**src/rtl/instr_loader.sv**
```systemverilog
// Byte-stream instruction loader: assembles MSB-first bytes into words and
// writes them to instruction memory while holding the CPU via busy.
module instr_loader #(
    parameter int WL_addr = 32,
    parameter int WL_data = 32,
    parameter int DEPTH   = 32
) (
    input  logic               clk,
    input  logic               rst_n,
    input  logic               start,
    input  logic [WL_addr-1:0] load_len,
    input  logic [7:0]         byte_in,
    input  logic               byte_valid,
    output logic               byte_ready,
    output logic               wr_en,
    output logic [WL_addr-1:0] wr_addr,
    output logic [WL_data-1:0] wr_data,
    output logic               busy,
    output logic               done,
    output logic               err
);

    localparam int BYTES = WL_data / 8;
    localparam int BC_W  = (BYTES > 1) ? $clog2(BYTES) : 1;
    localparam logic [BC_W-1:0]    LAST_BYTE = BC_W'(BYTES - 1);
    localparam logic [WL_addr-1:0] DEPTH_W   = WL_addr'(DEPTH);

    typedef enum logic [1:0] {
        IDLE,
        RECV,
        WRITE,
        DONE
    } state_t;

    state_t state;
    state_t state_next;

    logic [WL_addr-1:0] len;
    logic [WL_addr-1:0] word_idx;
    logic [BC_W-1:0]    byte_cnt;
    logic [WL_data-1:0] asm_word;
    logic [WL_data-1:0] asm_next;
    logic [WL_addr-1:0] wr_addr_q;
    logic [WL_data-1:0] wr_data_q;
    logic               err_q;

    logic start_ok;
    logic xfer;
    logic last_byte;
    logic last_word;

    assign start_ok  = start && ((state == IDLE) || (state == DONE));
    assign xfer      = (state == RECV) && byte_valid;
    assign last_byte = xfer && (byte_cnt == LAST_BYTE);
    assign last_word = ((word_idx + WL_addr'(1)) == len);
    assign asm_next  = WL_data'({asm_word, byte_in});

    always_ff @(posedge clk) begin
        if (!rst_n) begin
            state <= IDLE;
        end else begin
            state <= state_next;
        end
    end

    always_comb begin
        state_next = state;
        case (state)
            IDLE, DONE: begin
                if (start_ok) begin
                    state_next = (load_len == '0) ? DONE : RECV;
                end
            end
            RECV: begin
                if (last_byte) begin
                    state_next = WRITE;
                end
            end
            WRITE: begin
                state_next = last_word ? DONE : RECV;
            end
            default: state_next = IDLE;
        endcase
    end

    // The write address/data are captured on the final byte so they appear
    // during WRITE and then simply hold until the next word or reset.
    always_ff @(posedge clk) begin
        if (!rst_n) begin
            len       <= '0;
            word_idx  <= '0;
            byte_cnt  <= '0;
            asm_word  <= '0;
            wr_addr_q <= '0;
            wr_data_q <= '0;
            err_q     <= 1'b0;
        end else if (start_ok) begin
            len      <= (load_len > DEPTH_W) ? DEPTH_W : load_len;
            err_q    <= (load_len > DEPTH_W);
            word_idx <= '0;
            byte_cnt <= '0;
            asm_word <= '0;
        end else begin
            if (xfer) begin
                asm_word <= asm_next;
                byte_cnt <= last_byte ? '0 : byte_cnt + BC_W'(1);
                if (last_byte) begin
                    wr_addr_q <= word_idx;
                    wr_data_q <= asm_next;
                end
            end
            if ((state == WRITE) && !last_word) begin
                word_idx <= word_idx + WL_addr'(1);
            end
        end
    end

    always_comb begin
        byte_ready = 1'b0;
        wr_en      = 1'b0;
        busy       = 1'b0;
        done       = 1'b0;
        case (state)
            RECV: begin
                byte_ready = 1'b1;
                busy       = 1'b1;
            end
            WRITE: begin
                wr_en = 1'b1;
                busy  = 1'b1;
            end
            DONE: begin
                done = 1'b1;
            end
            default: begin
                byte_ready = 1'b0;
            end
        endcase
    end

    assign wr_addr = wr_addr_q;
    assign wr_data = wr_data_q;
    assign err     = err_q;

endmodule

```
**config.mk**
```make
export PLATFORM = sky130hd
export DESIGN_NAME = instr_loader
export DESIGN_NICKNAME = d
export VERILOG_FILES = /design/src/rtl/instr_loader.sv
export SDC_FILE = /design/constraint.sdc
export NUM_CORES = 1
export LEC_CHECK = 0
export ABC_AREA = 1
export BUFFER_PORTS_ARGS = -buffer_cell sky130_fd_sc_hd__buf_2
export CAP_MARGIN = 40
export CORE_MARGIN = 3
export CORE_UTILIZATION = 56
export CTS_CLUSTER_DIAMETER = 80
export DETAILED_ROUTE_END_ITERATION = 16
export GPL_TIMING_DRIVEN = 0
export HOLD_SLACK_MARGIN = 0.03
export PLACE_DENSITY = 0.79
export REMOVE_ABC_BUFFERS = 1
export SYNTH_ARGS = -nofsm -noshare
export SYNTH_HDL_FRONTEND = slang
export SYNTH_SLANG_ARGS = --single-unit
```
**constraint.sdc**
```tcl
create_clock -name clk -period 3.2 [get_ports clk]
set_input_delay 0.48 -clock clk [delete_from_list [all_inputs] [get_ports clk]]
set_output_delay 0.48 -clock clk [all_outputs]
set_load 0.05 [all_outputs]
```
==> results.sh, run 1 <==
export IMPL_clk_latency_ns=0.43
export IMPL_vias_per_cell=5.14
export IMPL_timing_max_slew_rel_slack_pct=51.1
export IMPL_yosys_warnings=0
export IMPL_setup_violations_final=0
export IMPL_crit_type="flop to flop"
export IMPL_drc_errors=0
export IMPL_area_growth_pct=19.4
export IMPL_worstPathRequired_ns=3.51
export IMPL_critPathCaptureType="flop"
export IMPL_path_clk_slew_ns=0.07
export IMPL_layout_nets=1163
export IMPL_syn_inst=1016
export IMPL_dieArea_um2=13900
export IMPL_drt_antenna_violating_nets=0
export IMPL_instances_no_fill=1293
export IMPL_rows=40
export IMPL_die_w_um=118
export IMPL_regArea_um2=3140
export IMPL_grt_pass1_vias=6190
export IMPL_cts_hold_buf=0
export IMPL_power_total_mw=5.73
export IMPL_tritoncts="done"
export IMPL_drt_first_pass_iters=5
export IMPL_cts_made_buffers=17
export IMPL_clock_skew_ns=0.0123
export IMPL_start_util_pct=57.9
export IMPL_wire_per_inst_um=13.3
export IMPL_die_y_um=118
export IMPL_fillerInstances=1076
export IMPL_synth_avg_cell_area_um2=6.90
export IMPL_first_iter_violations=482
export IMPL_p_leak_nw=3.84
export IMPL_antenna_cells=0
export IMPL_grt_ovfl_total=0
export IMPL_cts_max_level=4
export IMPL_hold_violations=0
export IMPL_setup_tns_final_ns=0
export IMPL_status="finished, final reports clean"
export IMPL_io_pins=113
export IMPL_track_usage_pct=24.8
export IMPL_synth_ff_latch_count=157
export IMPL_drive_above_1_share_pct=15.9
export IMPL_max_cap_viol_count=0
export IMPL_crit_path_max_fanout=35
export IMPL_syn_area_um2=7010
export IMPL_timing_final_crit_period_ns=2.98
export IMPL_worstSetupStartpointType="flop"
export IMPL_cts_setup_buffers=0
export IMPL_hpwl_um=11700
export IMPL_grt_start_max_net_pins=51
export IMPL_slew_viol_final=0
export IMPL_synth_distinct_cells=31
export IMPL_cp_data_arrival_time_ns=3.29
export IMPL_r2r_slack_ns=0.22
export IMPL_drt_wl_total_um=17100
export IMPL_dp_cells=1261
export IMPL_cts_root_buffer="clkbuf_16"
export IMPL_peakVddDrop_uv=664
export IMPL_cts_sinks=157
export IMPL_io_buffers=112
export IMPL_timing_final_crit_share_pct=93.2
export IMPL_place_congestion=0.845
export IMPL_powerDensity_nw_per_um2=684
export IMPL_antenna_found_initial=0
export IMPL_worst_slew_pin_slew_ns=0.731
export IMPL_grt_pass1_wl_um=28500
export IMPL_num_vias=6643
export IMPL_clockBufferDepth=2
export IMPL_multi_input_area_um2=3300
export IMPL_final_common_cell="nand2_1"
export IMPL_ys_seq_area_share_pct=44.8
export IMPL_mostFrequentLayoutCells="nand2_1 (202), nor2_1 (158), dfxtp_1 (157), inv_1 (117), o21ai_0 (113)"
export IMPL_hold_class="input port to flop"
export IMPL_clock_fmax_ghz=0.335
export IMPL_core_area_um2=12100
[where the power goes]
group	total, mW	switching [mW]	internal, mW
clock network	1.92	0.841	1.08
logic	1.50	1.04	0.455
registers	2.31	0.180	2.13
total	5.73	2.06	3.67
[through the flow]
step           hold slack [ns]  worst slack, ns  cell area (um2)  utilization, %
2_1_floorplan            0.420            -2.38             6830               -
3_3_place_gp             0.428            -4.41             7600            62.8
3_5_place_dp             0.440           -0.343             7760            64.1
4_1_cts                  0.290           0.0196             8330            68.8
5_1_grt                  0.311          -0.0394             8370            69.1
6_report                 0.297            0.216             8370            69.1
[final cells by class]
type                            instances  share of cell area [%]
Sequential cell                       157                    37.5
Multi-Input combinational cell        700                    39.4
Inverter                              119                    5.37
Clock buffer                           17                    5.08
Tap cell                              168                    2.51
Clock inverter                         14                    1.64
Timing Repair Buffer                  118                    8.40
[state kept, by name (all words and copies together), names as in the netlist]
name and cells:
state 2, wr_data 32, word_idx 32, len 32
asm_word 24, byte_cnt 2, err 1, wr_addr 32
[path summary, 6_finish.rpt]
check,start,end,depth (start not counted)
worst max-delay path,word_idx[0],word_idx[4],18
worst min-delay path,byte_in[6],asm_word[6],3
worst max register to register,word_idx[0],word_idx[4],18
worst min register to register,len[6],len[6],2
[layer usage]
layer / share of wire (%) / vias to the layer above / global-route usage, % / wire length [um]
li1: - / 3451 / - / -
met2: 47 / 193 / 41.5 / 8080
met5: 0 / - / 0 / 0
met3: 6.4 / 17 / 5.62 / 1100
met4: 1.5 / 0 / 8.79 / 264
met1: 45 / 2982 / 31.5 / 7700
[critical path, stage by stage (launching register included)]
cell     delay, ns
dfxtp_1       0.43
ha_1          0.26
nand2_2       0.11
nor2_8        0.18
nand2_1       0.18
nor2_4        0.21
nand2_1       0.08
nand2_1       0.08
nand2_1       0.07
nand2_1       0.07
nand2_1       0.05
nor2_1        0.13
nand2_1       0.08
nor2_2        0.17
nand3_4       0.16
nand2_8       0.18
inv_4         0.18
nor2_1        0.15
nor2_1        0.07
[cell usage after synthesis, drive strengths merged]
library cell,n,area share [%]
inv,119,6.4
nor2,176,11
o31ai,1,0.11
nor4,6,0.54
nand2,210,12
o21ai,127,9.1
a31oi,1,0.089
dfxtp,157,45
buf,6,0.70
and2,1,0.089
o22ai,2,0.18
a211oi,1,0.11
xnor2,1,0.12
clkbuf,35,1.9
ha,6,1.1
xor2,8,1.0
nand4,9,0.80
nand3,63,4.5
nor3,4,0.29
a21oi,83,5.9
[cells by family after synthesis]
family                     Yosys count  share of synthesized area, %
xor gates and xnor gates             9                          1.12
and+or+nand+nor                    469                          28.6
DFF                                157                          44.8
buffers and inverters              160                          8.96
AOI/OAI and AO/OA                  215                          15.5
adders and majority gates            6                          1.07
[timing repair]
item                       in CTS  in global routing
setup endpoints to repair      32                 32
gates resized for setup         2                  5
cloned                          0                  1
pin swaps                       0                  1
(Power assumes the default switching activity.)
==> run 2: changes to the inputs <==
--- a/config.mk
+++ b/config.mk
@@ -8,7 +8,6 @@
 export ABC_AREA = 1
 export BUFFER_PORTS_ARGS = -buffer_cell sky130_fd_sc_hd__buf_2
 export CAP_MARGIN = 40
-export CORE_MARGIN = 3
 export CORE_UTILIZATION = 56
 export CTS_CLUSTER_DIAMETER = 80
 export DETAILED_ROUTE_END_ITERATION = 16
==> run 2 against run 1 <==
Critical path depth did not move. First-iteration DRC count decreased by 8.5%. Sequential power about the same. Final area barely moved. Worst hold slack improved by 0.0051 ns. Combinational power is essentially flat.
==> results.sh, run 2 (synthesis results as in run 1) <==
export IMPL_worst_path_dominant_cell_family="simple AND/OR/NAND/NOR gates"
export IMPL_grt_start_max_net_pins=51
export IMPL_mostFrequentLayoutCells="nand2_1 (202), nor2_1 (159), dfxtp_1 (157), inv_1 (117), o21ai_0 (113)"
export IMPL_grt_util_met3_pct=7.44
export IMPL_track_usage_pct=27.0
export IMPL_setup_ws_ns=0.272
export IMPL_crit_end="word_idx[3]"
export IMPL_grt_ovfl_total=0
export IMPL_wire_per_inst_um=12.9
export IMPL_drt_wl_total_um=16700
export IMPL_timing_final_crit_period_ns=2.93
export IMPL_worstSetupStartpointType="flop"
export IMPL_first_iter_violations=441
export IMPL_hold_class="input port to flop"
export IMPL_grt_pass1_wl_um=27700
export IMPL_drc_errors=0
export IMPL_use_met1_pct=33.3
export IMPL_cts_hold_buf=0
export IMPL_p_leak_nw=3.83
export IMPL_cts_root_buffer="clkbuf_16"
export IMPL_grt_pass1_vias=6159
export IMPL_layout_nets=1163
export IMPL_grt_busiest_layer="met2"
export IMPL_peakVddDrop_uv=807
export IMPL_antenna_cells=0
export IMPL_cp_data_arrival_time_ns=3.24
export IMPL_setup_violations_final=0
export IMPL_final_common_cell="nand2_1"
export IMPL_slowest_delay_ns=0.41
export IMPL_drt_antenna_violating_nets=0
export IMPL_tritoncts="done"
export IMPL_drive_above_1_share_pct=15.7
export IMPL_crit_path_max_fanout=35
export IMPL_timing_max_slew_rel_slack_pct=61.7
export IMPL_worstPathRequired_ns=3.51
export IMPL_critPathLaunch="word_idx[0]"
export IMPL_dp_cells=1261
export IMPL_worst_slew_pin_slew_ns=0.573
export IMPL_io_pins=113
export IMPL_cpMaxStageDelayCell="dfxtp_1"
export IMPL_ff2ff_path_depth=18
export IMPL_clock_skew_ns=0.0133
export IMPL_setup_tns_final_ns=0
export IMPL_timing_final_crit_share_pct=91.5
export IMPL_vias_per_cell=5.17
export IMPL_met2_usage_pct=44.8
export IMPL_antenna_found_initial=0
export IMPL_core_area_um2=12100
export IMPL_clock_fmax_ghz=0.342
export IMPL_status="finished, final reports clean"
export IMPL_drt_first_pass_iters=7
export IMPL_clockBufferDepth=2
export IMPL_path_depth=18
export IMPL_cpMostUsedCell="nand2_1"
export IMPL_cts_made_buffers=17
export IMPL_r2r_slack_ns=0.27
export IMPL_cts_sinks=157
export IMPL_hpwl_um=11400
export IMPL_area_growth_pct=19.5
export IMPL_start_util_pct=57.9
export IMPL_io_buffers=112
export IMPL_die_y_um=114
export IMPL_grt_setup_unrepaired="no"
export IMPL_slew_viol_final=0
export IMPL_place_congestion=0.846
export IMPL_crit_buf_inv=1
export IMPL_hold_violations=0
export IMPL_r2r_end="word_idx[3]"
export IMPL_critPathCaptureType="flop"
export IMPL_instances_no_fill=1294
export IMPL_clk_latency_ns=0.43
export IMPL_die_w_um=114
export IMPL_powerDensity_nw_per_um2=688
export IMPL_cts_setup_buffers=0
export IMPL_post_place_ws_ns=-0.228
export IMPL_path_clk_slew_ns=0.06
export IMPL_r2r_start="word_idx[0]"
export IMPL_num_vias=6688
export IMPL_cts_max_level=4
export IMPL_dieArea_um2=13000
export IMPL_rows=40
export IMPL_crit_type="flop to flop"
export IMPL_path_cells="ha_1, nand2_2, nor2_8, nand2_2, nor2_4, nand2_1, nand2_1, nand2_1, nand2_1, nand2_1, nor2_1, nand2_1, nor2_2, nand3_4, nand2_8, inv_4, nor2_1, nor2_1"
export IMPL_max_cap_viol_count=0
## run 2: layout make-up
cell class                      count  area (um2)
Fill cell                        1084        3730
Multi-Input combinational cell    700        3300
Clock buffer                       19         433
Clock inverter                     13         143
Sequential cell                   157        3140
Tap cell                          168         210
Inverter                          119         449
Timing Repair Buffer              118         696
## run 2: per-layer routing
metal | wire length (um) | vias up
met1 | 7550 | 3011
met4 | 303 | 0
li1 | - | 3452
met3 | 984 | 28
met5 | 0 | -
met2 | 7870 | 197
## run 2: through the flow
step	cell area [um2]	hold slack (ns)	total power [mW]	utilization (%)
3_3_place_gp	7600	0.428	3.66	62.8
3_5_place_dp	7750	0.431	3.76	64.0
4_1_cts	8330	0.297	5.71	68.8
2_1_floorplan	6830	0.420	3.31	-
6_report	8380	0.302	5.76	69.2
5_1_grt	8380	0.311	6.07	69.2
## run 2: tightest hold or removal path, stage by stage
cell,delay (ns)
buf_2,0.07
inv_1,0.04
a21oi_1,0.10
## run 2: how the worst min path moves through the flow
| stage | start | cells past startpoint | slack, ns | to |
|---|---|---|---|---|
| floorplan | len[6] | 2 | 0.42 | len[6] |
| finish | byte_in[1] | 3 | 0.30 | wr_data[1] |
| global route | byte_in[6] | 3 | 0.31 | asm_word[6] |
| detailed placement | len[6] | 2 | 0.43 | len[6] |
| CTS | byte_in[3] | 3 | 0.30 | asm_word[3] |
| global placement | len[6] | 2 | 0.43 | len[6] |
## run 2: power breakdown
group / switching (mW) / total (mW) / internal [mW]
clock: 0.810 / 1.96 / 1.15
combinational: 1.03 / 1.49 / 0.454
sequential: 0.180 / 2.31 / 2.13
## run 2: repair_timing
action | in CTS | in global routing
endpoints found under the setup margin | 32 | 32
resized for setup | 1 | 7
cloned | 0 | 1
pin swaps | 0 | 1
